<file path="config.mk">
export PLATFORM = sky130hd
export DESIGN_NAME = mem_access_stage
export DESIGN_NICKNAME = d
export VERILOG_FILES = /design/src/rtl/mem_access_stage_pkg.sv /design/src/rtl/mem_access_stage_timeout_counter.sv /design/src/rtl/mem_access_stage.sv
export SDC_FILE = /design/constraint.sdc
export NUM_CORES = 1
export LEC_CHECK = 0
export BUFFER_PORTS_ARGS = -buffer_cell sky130_fd_sc_hd__buf_2
export CORE_ASPECT_RATIO = 0.6
export CORE_MARGIN = 2
export CORE_UTILIZATION = 49
export DETAILED_ROUTE_END_ITERATION = 12
export PLACE_DENSITY = 0.81
export SLEW_MARGIN = 20
export SYNTH_ARGS = -nofsm -noshare
export SYNTH_HDL_FRONTEND = slang
export SYNTH_SLANG_ARGS = --single-unit
</file>
<file path="constraint.sdc">
create_clock -name clk -period 3 [get_ports clk]
set_clock_uncertainty 0.2 [all_clocks]
set_input_delay 0.15 -clock clk [delete_from_list [all_inputs] [get_ports clk]]
set_output_delay 0.15 -clock clk [all_outputs]
set_load 0.01 [all_outputs]
</file>
<file path="src/rtl/mem_access_stage_pkg.sv">
// mem_access_stage_pkg: shared types and constants for the MIPS memory stage.
package mem_access_stage_pkg;
  localparam int DATA_W = 32;
  localparam int REG_W = 5;
  localparam logic [1:0] ALIGN_MASK = 2'b00;
  typedef enum logic [1:0] {IDLE = 2'd0, WAIT = 2'd1, HALT = 2'd2} state_t;
  typedef struct packed {
    logic valid;
    logic mem_read;
    logic mem_write;
    logic branch;
    logic reg_write;
    logic mem_to_reg;
    logic zero;
    logic [REG_W-1:0] rd;
    logic [DATA_W-1:0] alu_result;
    logic [DATA_W-1:0] branch_target;
    logic [DATA_W-1:0] store_data;
  } ex_mem_t;
  function automatic logic misaligned(input logic [DATA_W-1:0] addr);
    return addr[1:0] != ALIGN_MASK;
  endfunction
endpackage

</file>
<file path="src/rtl/mem_access_stage_timeout_counter.sv">
// mem_timeout_counter: counts cycles an access waits for dmem_ack and flags expiry.
module mem_timeout_counter #(
  parameter int TIMEOUT_CYCLES = 16
) (
  input  logic clk,
  input  logic rst_n,
  input  logic start,
  input  logic busy,
  input  logic ack,
  output logic expire
);
  logic [7:0] cnt_q, cnt_d;
  always_comb cnt_d = start ? 8'd1 : (busy & !ack) ? cnt_q + 8'd1 : 8'd0;
  assign expire = busy & !ack & (cnt_q == 8'(TIMEOUT_CYCLES - 1));
  always_ff @(posedge clk or negedge rst_n)
    if (!rst_n) cnt_q <= 8'd0;
    else cnt_q <= cnt_d;
endmodule

</file>
<file path="src/rtl/mem_access_stage.sv">
// mem_access_stage: MIPS MEM stage with EX/MEM and MEM/WB registers, a
// req/ack data-memory port, branch resolution, alignment and timeout checks.
module mem_access_stage
  import mem_access_stage_pkg::*;
#(
  parameter int TIMEOUT_CYCLES = 16
) (
  input  logic              clk,
  input  logic              rst_n,
  input  logic              ex_valid,
  input  logic [DATA_W-1:0] ALUResult,
  input  logic              zero,
  input  logic [DATA_W-1:0] AddResult,
  input  logic [DATA_W-1:0] ALUReadData2_Out,
  input  logic [REG_W-1:0]  RdOrRt,
  input  logic              mem_read,
  input  logic              mem_write,
  input  logic              branch,
  input  logic              reg_write,
  input  logic              mem_to_reg,
  output logic              stall,
  output logic              pc_src,
  output logic [DATA_W-1:0] branch_target,
  output logic              dmem_req,
  output logic              dmem_we,
  output logic [DATA_W-1:0] dmem_addr,
  output logic [DATA_W-1:0] dmem_wdata,
  input  logic [DATA_W-1:0] dmem_rdata,
  input  logic              dmem_ack,
  output logic              wb_valid,
  output logic              wb_reg_write,
  output logic [REG_W-1:0]  wb_rd,
  output logic [DATA_W-1:0] wb_data,
  output logic              align_err,
  output logic              bus_error
);
  ex_mem_t m_q, m_d;
  state_t state_q, state_d;
  logic is_mem, mis, pending, advance, expire;
  logic wb_valid_q, wb_valid_d, wb_reg_write_q, wb_reg_write_d, align_err_q, align_err_d;
  logic [REG_W-1:0] wb_rd_q, wb_rd_d;
  logic [DATA_W-1:0] wb_data_q, wb_data_d;
  assign is_mem = m_q.mem_read | m_q.mem_write;
  assign mis = is_mem & misaligned(m_q.alu_result);
  assign pending = m_q.valid & is_mem & !mis;
  assign advance = !(pending & !dmem_ack) & (state_q != HALT);
  always_comb
    m_d = advance ? ex_mem_t'{ex_valid, mem_read, mem_write, branch, reg_write, mem_to_reg,
                               zero, RdOrRt, ALUResult, AddResult, ALUReadData2_Out} : m_q;
  mem_timeout_counter #(.TIMEOUT_CYCLES(TIMEOUT_CYCLES)) u_timeout (
    .clk    (clk),
    .rst_n  (rst_n),
    .start  (state_q == IDLE && pending && !dmem_ack),
    .busy   (state_q == WAIT),
    .ack    (dmem_ack),
    .expire (expire)
  );
  always_ff @(posedge clk or negedge rst_n)
    if (!rst_n) state_q <= IDLE;
    else state_q <= state_d;
  // ack on the final wait cycle takes priority over the timeout
  always_comb begin
    state_d = state_q;
    if (state_q == IDLE && pending && !dmem_ack) state_d = WAIT;
    else if (state_q == WAIT) state_d = dmem_ack ? IDLE : expire ? HALT : WAIT;
  end
  always_comb begin
    dmem_req = pending & (state_q != HALT);
    stall = !advance;
    bus_error = state_q == HALT;
  end
  always_comb begin
    wb_valid_d = advance & m_q.valid;
    wb_reg_write_d = advance & m_q.valid & m_q.reg_write & !mis;
    align_err_d = advance & m_q.valid & mis;
    wb_rd_d = advance ? m_q.rd : wb_rd_q;
    wb_data_d = advance ? (m_q.mem_to_reg ? dmem_rdata : m_q.alu_result) : wb_data_q;
  end
  always_ff @(posedge clk or negedge rst_n)
    if (!rst_n) begin
      m_q <= '0;
      wb_valid_q <= 1'b0;
      wb_reg_write_q <= 1'b0;
      align_err_q <= 1'b0;
      wb_rd_q <= '0;
      wb_data_q <= '0;
    end else begin
      m_q <= m_d;
      wb_valid_q <= wb_valid_d;
      wb_reg_write_q <= wb_reg_write_d;
      align_err_q <= align_err_d;
      wb_rd_q <= wb_rd_d;
      wb_data_q <= wb_data_d;
    end
  assign pc_src = m_q.valid & m_q.branch & m_q.zero;
  assign branch_target = m_q.branch_target;
  assign dmem_we = m_q.mem_write;
  assign dmem_addr = m_q.alu_result;
  assign dmem_wdata = m_q.store_data;
  assign wb_valid = wb_valid_q;
  assign wb_reg_write = wb_reg_write_q;
  assign wb_rd = wb_rd_q;
  assign wb_data = wb_data_q;
  assign align_err = align_err_q;
endmodule
</file>
==> run_results.csv, run 1 <==
group,metric,value,unit
run_status,status,"completed",
sta,setup_tns,0,ns
cells_and_area,final_cells,1054,
synthesis,netlist_top_cells_area,"dfrtp_1, mux2_1, mux2_2",
sta,max_clock_freq,0.378,GHz
power,p_seq_share,44.7,%
place,place_congestion,0.815,
clock_tree,clkSinkCount,158,
grt,grt_use_total,23.3,%
drt,drt_iter0_markers,287,
power,power,5320,µW
clock_tree,ctsHtreeMaxLevel,4,
drt,met1Wirelength,7190,µm
place,dp_slack,0.579,ns
grt,first_global_vias,5652,
drt,ant_nets,0,
drt,drc,0,
synthesis,ys_seq_area_share,55.4,%
critical_path,cp.arrival,2.29,ns
cells_and_area,num_antenna_cells,0,
synthesis,synth_nets,654,
cells_and_area,fin_nets,987,
power,power.switching,1310,µW
power,p_int,4010,µW
power,p_sw_share,24.6,%
drt,wl_per_cell,16.7,µm
sta,finalCriticalPeriod,2.64,ns
clock_tree,ctsLongestPathBuffers,2,
sta,maxSlewHeadroom,65.8,%
cells_and_area,final_cell_mix,"buf_2, dfrtp_1, dlygate4sd3_1",
grt,grt_pass1_wl,28800,µm
power,p_per_area,530,nW/µm²
synthesis,synth_top_area_share,55.4,%
drt,topRoutingLayerUsed,"met4",
synthesis,syn_area,7130,µm²
sta,slew_violations,0,
drt,vias,5014,
drt,routed_wl,17600,µm
critical_path,crit_slowest_cell,"or4b_4",
cells_and_area,drive_gt1_share,47.3,%
place,io_buffers,283,
clock_tree,cts_tree,"yes",
critical_path,crit_path_end_kind,"output port",
power,comb_power_share,14.5,%
critical_path,crit_top_cell,"buf_2",
drt,met2_wirelength,9080,µm
critical_path,critical_path_class,"primary input to output port",
power,leakagePower,0.00469,µW
sta,final_hold_viol_count,0,
critical_path,cp.required,2.65,ns
synthesis,synth_largest_area_cell,"dfrtp_1",
floorplanning,num_rows,34,
grt,antenna_found_initial,0,
place,hpwl,10900,µm
sta,final.setup.worst_slack,0.356,ns
sta,rsz0062_at_grt,"false",
hold_path,hold_class,"primary input to asynchronous set/reset pin",
critical_path,cp_max_fo,89,
synthesis,syn_area_per_cell,14.0,µm²
cells_and_area,mostFrequentLayoutCell,"buf_2",
synthesis,synth_cell_type_count,31,
floorplanning,dieHeight,97.5,µm
power,vdd_drop_max,0.000379,V
floorplanning,die_w,160,µm
grt,grt_max_degree,90,
critical_path,critPathMaxStageDelay,0.58,ns
synthesis,synth-seq-cells,158,
sta,period_share,88.1,%
drt,dr_wl_met3,967,µm
sta,setup_viol,0,
critical_path,crit_path_start_kind,"primary input",
floorplanning,pin_count,284,
cells_and_area,utilization,70.0,%
place,dp_cells,880,
clock_tree,cts_buffers,17,
critical_path,r2r_slack,0.56,ns
sta,tightestPinTransition,0.513,ns
clock_tree,post_cts_buffers,0,
power,p_clk_share,40.8,%
cells_and_area,area_growth_syn_to_layout,40.7,%
floorplanning,fp.coreArea,14300,µm²
critical_path,cp_cell_sequence,"dlygate4sd3_1, buf_2, or4b_4, o21ai_4, buf_12, buf_2",
clock_tree,path_clk_slew,0.06,ns
drt,viasPerCell,4.76,
synthesis,syn_inst,510,
drt,drt-pass1-iter-count,6,
clock_tree,clockRootBuffer,"clkbuf_16",
synthesis,synth_warnings,0,
grt,grt.overflow.total,0,
floorplanning,start_util,49.8,%
clock_tree,clkLatencyLatePin,0.40,ns
run,cap_violations,0,
floorplanning,fp.dieArea,15600,µm²
-- cells in the mapped netlist --
cell type,n
nand4_1,1
clkbuf_1,5
xor2_1,1
inv_1,2
nand3_1,5
buf_6,9
nor4b_1,1
nand2_1,10
mux2_2,83
o21ai_2,1
a221o_1,1
and3_1,2
or3_1,3
nor2_1,9
ha_1,1
buf_4,97
xnor2_1,2
or4b_4,1
and2_1,1
a21oi_1,4
nor2b_1,1
buf_2,5
o21bai_1,2
o21ai_0,6
nor3_1,1
dfrtp_1,158
mux2_1,89
a32o_1,2
nor4_1,2
nand3b_1,1
nand2b_1,4
-- cells by family after synthesis --
| family | Yosys count | synth area share, % |
|---|---|---|
| simple gates | 42 | 3.07 |
| buf+inv | 118 | 12.3 |
| xor+xnor | 3 | 0.368 |
| mux | 172 | 27.2 |
| fa+ha+maj | 1 | 0.175 |
| flops | 158 | 55.4 |
| compound gates | 16 | 1.46 |
-- metrics by stage --
stage | hold WS (ns) | cell area [µm²]
final | 0.0248 | 10000
after global routing | 0.0608 | 10000
after CTS | 0.0360 | 10000
after detailed placement | -0.109 | 8010
after global placement | -0.119 | 8010
after floorplan | -0.346 | 7130
-- routing by layer --
layer | global-route usage (%) | vias up
met2 | 41.5 | 173
met1 | 27.2 | 2476
met3 | 6.27 | 32
met4 | 8.32 | 0
li1 | - | 2333
met5 | 0 | -
-- flip-flops by register name (all words and copies together), names as in the netlist --
signal,cells
branch_target,32
dmem_addr,32
dmem_wdata,32
wb_data,32
m_q,11
u_timeout.cnt_q,8
wb_rd,5
state_q,2
align_err,1
dmem_we,1
wb_reg_write,1
wb_valid,1
-- path summary, 6_finish.rpt --
kind,start,end,cells after the start
worst max-delay path,dmem_ack,stall,6
worst min-delay path,rst_n,branch_target[4]$_DFFE_PN0N_,2
worst max register to register,dmem_addr[0]$_DFFE_PN0N_,branch_target[26]$_DFFE_PN0N_,4
worst min register to register,m_q[96]$_DFFE_PN0N_,m_q[96]$_DFFE_PN0N_,1
max in group asynchronous,rst_n,branch_target[29]$_DFFE_PN0N_,3
min in group clk,m_q[96]$_DFFE_PN0N_,m_q[96]$_DFFE_PN0N_,1
-- timing repair --
action / CTS / global route
endpoints found under the hold margin: 281 / 0
hold buffers: 142 / 0
resized for setup: 0 / 0
-- power groups by stage --
stage               Sequential (µW)  Clock, µW  Combinational, µW
floorplan                      2420          0                390
global placement               2400          0                597
detailed placement             2410          0                620
CTS                            2370       2220                766
global route                   2400       2320                831
finish                         2380       2170                772
-- cell type report --
cell class / instances / area, µm²
clock buffer: 19 / 453
sequential: 158 / 3950
inverter: 2 / 7.51
timing repair buffer: 430 / 2920
tap: 198 / 248
fill: 941 / 4300
clock inverter: 13 / 153
multi-input combinational: 234 / 2310
-- worst max-delay path, delay by kind of cell --
| family | cells | cell delay [ns] |
|---|---|---|
| compound gates | 1 | 0.23 |
| buf+inv | 4 | 1.29 |
| simple gates | 1 | 0.58 |
Note: power is estimated with default switching activity, not from simulation.
==> inputs of run 2 (changes only) <==
Settings changed: CORE_UTILIZATION 49 to 50, CTS_BUF_LIST set to sky130_fd_sc_hd__clkbuf_4, PLACE_DENSITY 0.81 to 0.89.
==> run_results.csv, run 2 (same netlist as run 1, synthesis figures left out) <==
group,metric,value,unit
critical_path,crit_family,"buffers and inverters",
hold_path,worstHoldStart,"ALUReadData2_Out[25]",
cells_and_area,regArea,3950,µm²
power,leakagePower,0.00462,µW
floorplanning,die_w,158,µm
critical_path,cp.arrival,2.48,ns
place,io_buffers,283,
critical_path,crit_slowest_cell,"or4b_4",
power,vdd_drop_max,0.000328,V
grt,first_global_vias,5707,
critical_path,r2r_cells,4,
drt,viasPerCell,4.95,
critical_path,critical_path_class,"register to output port",
critical_path,startpoint,"dmem_addr[0]$_DFFE_PN0N_",
grt,grt_max_degree,83,
floorplanning,fp.coreArea,13800,µm²
critical_path,critPathMaxStageDelay,0.59,ns
drt,routed_wl,19200,µm
clock_tree,hold_buffers,149,
power,comb_power_share,16.9,%
place,place_congestion,0.834,
floorplanning,num_rows,33,
drt,vias,5226,
run_status,status,"completed",
grt,antenna_found_initial,0,
drt,ant_nets,0,
hold_path,hold_class,"primary input to register",
place,dpl_cell_area,8010,µm²
critical_path,cp_cell_sequence,"or4b_4, o21ai_4, buf_12, buf_2",
cells_and_area,fin_nets,994,
clock_tree,post_cts_buffers,0,
cells_and_area,area_growth_syn_to_layout,38.3,%
grt,grt.overflow.total,0,
drt,wl_per_cell,18.2,µm
clock_tree,clkSinkCount,158,
drt,drc,0,
sta,setup_tns,0,ns
power,p_per_area,480,nW/µm²
critical_path,r2r_slack,0.50,ns
power,power.switching,1230,µW
hold_path,hold_depth,3,
sta,rsz0062_at_grt,"false",
cells_and_area,drive_gt1_share,46.9,%
critical_path,cp.required,2.65,ns
floorplanning,fp.dieArea,15300,µm²
cells_and_area,fill_cells,942,
clock_tree,clockRootBuffer,"clkbuf_4",
hold_path,hold_end,"dmem_wdata[25]$_DFFE_PN0N_",
clock_tree,ctsLongestPathBuffers,2,
critical_path,crit_path_start_kind,"register",
power,p_seq_share,50.2,%
cells_and_area,multi_input_area,2310,µm²
clock_tree,cts_buffers,17,
clock_tree,cts_resized,0,
floorplanning,start_util,51.7,%
sta,setup_viol,0,
clock_tree,path_clk_slew,0.14,ns
drt,drt-pass1-iter-count,4,
critical_path,path_buf_inv,2,
cells_and_area,final_area,9870,µm²
cells_and_area,num_antenna_cells,0,
place,dp_cells,874,
power,p_sw_share,26.0,%
critical_path,crit_path_end_kind,"output port",
sta,slew_violations,0,
clock_tree,cts_tree,"yes",
clock_tree,ctsHtreeMaxLevel,4,
sta,period_share,94.2,%
floorplanning,dieHeight,96.5,µm
sta,max_clock_freq,0.354,GHz
power,p_clk_share,32.9,%
sta,finalCriticalPeriod,2.83,ns
run,cap_violations,0,
cells_and_area,final_cells,1055,
cells_and_area,mostFrequentLayoutCell,"buf_2",
power,p_int,3500,µW
sta,tightestPinTransition,0.573,ns
place,hpwl,11100,µm
floorplanning,pin_count,284,
critical_path,worstReg2RegEnd,"dmem_addr[16]$_DFFE_PN0N_",
drt,drt_iter0_markers,259,
clock_tree,clkLatencyLatePin,0.52,ns
grt,grt_use_total,24.9,%
critical_path,cp_max_fo,82,
sta,final_hold_viol_count,0,
sta,whs,0.167,ns
critical_path,r2r_start,"dmem_addr[0]$_DFFE_PN0N_",
grt,grt_pass1_wl,28900,µm
cells_and_area,final_cell_mix,"buf_2, dfrtp_1, dlygate4sd3_1",
sta,maxSlewHeadroom,61.3,%
-- run 2: cell types whose count changed in the layout (fill, tap and decap cells not counted), sizes merged --
cell and delta:
dlygate4sd3 +6, bufinv +3, clkinv -2, inv -2
buf +1, clkinvlp +1
-- run 2: through the flow --
stage	setup WS, ns	power, µW	utilization, %
final	0.173	4730	71.6
after global routing	0.00278	4950	71.6
after CTS	0.110	4750	71.6
after detailed placement	0.587	3030	58.0
after global placement	0.642	3010	58.0
after floorplan	0.815	2810	-
-- run 2: power by group through the flow --
stage | logic, µW | registers (µW) | clock network [µW]
after global routing | 856 | 2400 | 1700
after global placement | 604 | 2400 | 0
after floorplan | 390 | 2420 | 0
final | 798 | 2380 | 1560
after detailed placement | 622 | 2410 | 0
after CTS | 782 | 2370 | 1600
-- run 2: final cells by class --
class	count	share of cell area, %
flip-flops and latches	158	40.1
clock inverters	13	2.14
multi-input cells	234	23.4
well taps	192	2.43
clock buffers	19	1.45
inverters	2	0.0761
repair buffers	437	30.5
-- run 2: worst max path at each step --
stage                                 to  slack [ns]  cells past startpoint
2_1_floorplan  dmem_addr[27]$_DFFE_PN0N_        0.82                      5
3_3_place_gp     wb_data[13]$_DFFE_PN0N_        0.64                      4
3_5_place_dp      wb_data[9]$_DFFE_PN0N_        0.59                      4
4_1_cts                            stall        0.11                      4
5_1_grt                            stall       0.003                      4
6_report                           stall        0.17                      4
-- run 2: layer usage --
layer / part of all wire, % / vias to the layer above / routed length, µm / global-route usage (%)
li1: - / 2352 / - / -
met1: 40 / 2594 / 7720 / 28.8
met2: 50 / 217 / 9570 / 43.7
met3: 6.3 / 63 / 1200 / 6.33
met4: 3.5 / 0 / 663 / 12.7
met5: 0 / - / 0 / 0
-- run 2: tightest hold or removal path, cell delays in order --
cell and delay (ns):
dlygate4sd3_1 0.52, buf_2 0.09, mux2_1 0.10
==> inputs of run 3 (changes only) <==
Settings changed: PLACE_DENSITY 0.89 to 0.8.
==> run_results.csv, run 3 (same netlist as run 1, synthesis figures left out) <==
group,metric,value,unit
run_status,status,"completed",
hold_path,worstHoldStart,"ALUResult[24]",
drt,drc,0,
clock_tree,cts_tree,"yes",
drt,wl_per_cell,17.0,µm
grt,first_global_vias,5424,
place,dpl_cell_area,8030,µm²
clock_tree,post_cts_buffers,0,
run,cap_violations,0,
sta,maxSlewHeadroom,68.5,%
clock_tree,ctsHtreeMaxLevel,4,
cells_and_area,fill_cells,925,
grt,grt.overflow.total,0,
grt,grt_max_degree,65,
cells_and_area,area_growth_syn_to_layout,38.0,%
grt,grt_use_total,23.1,%
floorplanning,die_w,158,µm
power,power.switching,1200,µW
floorplanning,fp.dieArea,15300,µm²
sta,rsz0062_at_grt,"false",
power,comb_power_share,17.4,%
power,vdd_drop_max,0.000234,V
power,p_per_area,461,nW/µm²
power,p_int,3330,µW
critical_path,cp.arrival,2.32,ns
sta,period_share,88.9,%
floorplanning,start_util,51.7,%
power,p_clk_share,30.2,%
drt,drt_iter0_markers,148,
cells_and_area,final_cells,1056,
cells_and_area,final_cell_mix,"buf_2, dfrtp_1, dlygate4sd3_1",
power,p_sw_share,26.5,%
sta,setup_viol,0,
clock_tree,clockRootBuffer,"clkbuf_4",
critical_path,cp_max_fo,39,
place,io_buffers,283,
cells_and_area,drive_gt1_share,46.9,%
grt,grt_pass1_wl,27100,µm
place,place_congestion,0.796,
sta,final_hold_viol_count,0,
sta,max_clock_freq,0.375,GHz
power,leakagePower,0.00460,µW
sta,setup_tns,0,ns
grt,antenna_found_initial,0,
drt,vias,5066,
drt,ant_nets,0,
clock_tree,cts_buffers,17,
critical_path,startpoint,"dmem_addr[0]$_DFFE_PN0N_",
place,hpwl,10800,µm
power,p_seq_share,52.4,%
floorplanning,dieHeight,96.5,µm
clock_tree,clkSinkCount,158,
drt,viasPerCell,4.80,
critical_path,r2r_start,"dmem_addr[0]$_DFFE_PN0N_",
cells_and_area,final_area,9840,µm²
floorplanning,pin_count,284,
sta,slew_violations,0,
floorplanning,num_rows,33,
critical_path,cp.required,2.65,ns
critical_path,crit_path_start_kind,"register",
drt,drt-pass1-iter-count,5,
place,dp_cells,875,
cells_and_area,utilization,71.4,%
clock_tree,clkLatencyLatePin,0.51,ns
hold_path,hold_class,"primary input to register",
cells_and_area,fin_nets,995,
critical_path,critical_path_class,"register to output port",
sta,tightestPinTransition,0.465,ns
clock_tree,path_clk_slew,0.14,ns
critical_path,crit_path_end_kind,"output port",
floorplanning,fp.coreArea,13800,µm²
cells_and_area,mostFrequentLayoutCell,"buf_2",
drt,routed_wl,18000,µm
cells_and_area,num_antenna_cells,0,
clock_tree,ctsLongestPathBuffers,2,
sta,finalCriticalPeriod,2.67,ns
-- run 3: cell types whose count changed in the layout (fill, tap and decap cells not counted), sizes merged --
cell    change
buf         +1
bufinv      -2
inv         -1
clkinv      +3
-- run 3: final timing paths --
check	to	slack [ns]	cells after the start
setup / recovery	stall	0.33	4
hold / removal	dmem_addr[24]$_DFFE_PN0N_	0.18	3
setup reg to reg	branch_target[26]$_DFFE_PN0N_	0.58	4
hold reg to reg	branch_target[6]$_DFFE_PN0N_	0.30	1
max in group asynchronous	wb_data[15]$_DFFE_PN0N_	1.61	4
min in group asynchronous	dmem_wdata[1]$_DFFE_PN0N_	0.56	4
-- run 3: critical path, stage by stage, from the launching register on --
cell and delay (ns):
dfrtp_1 0.48, or4b_4 0.59, o21ai_4 0.28, buf_12 0.26, buf_2 0.18
-- run 3: final cells by class --
type | instances | area [µm²] | share of cell area, %
flip-flops and latches | 158 | 3950 | 40.2
repair buffers | 438 | 3030 | 30.8
multi-input cells | 234 | 2310 | 23.4
well taps | 192 | 240 | 2.44
clock inverters | 13 | 164 | 1.67
clock buffers | 19 | 143 | 1.45
inverters | 2 | 7.51 | 0.0763
-- run 3: routing by layer --
layer / GRT usage (%) / routed length, µm / up-vias
met5: 0 / 0 / -
met1: 25.9 / 7240 / 2518
li1: - / - / 2345
met2: 43.4 / 9460 / 180
met4: 7.66 / 226 / 0
met3: 6.02 / 1060 / 23
-- run 3: through the flow --
step           power, µW  setup WS (ns)  hold slack, ns
6_report            4540          0.334           0.178
5_1_grt             4750          0.184           0.122
4_1_cts             4560          0.285           0.120
3_5_place_dp        3030          0.632         -0.0283
3_3_place_gp        3000          0.720         -0.0414
2_1_floorplan       2810          0.815          -0.346
-- run 3: power by group through the flow --
stage	logic [µW]	clock network (µW)	registers [µW]
2_1_floorplan	390	0	2420
3_3_place_gp	605	0	2400
3_5_place_dp	624	0	2410
4_1_cts	783	1400	2370
5_1_grt	851	1500	2400
6_report	790	1370	2380
-- run 3: what timing repair did --
action / CTS / global route
hold endpoints to repair: 310 / 0
hold buffers: 149 / 0
gates resized for setup: 0 / 0
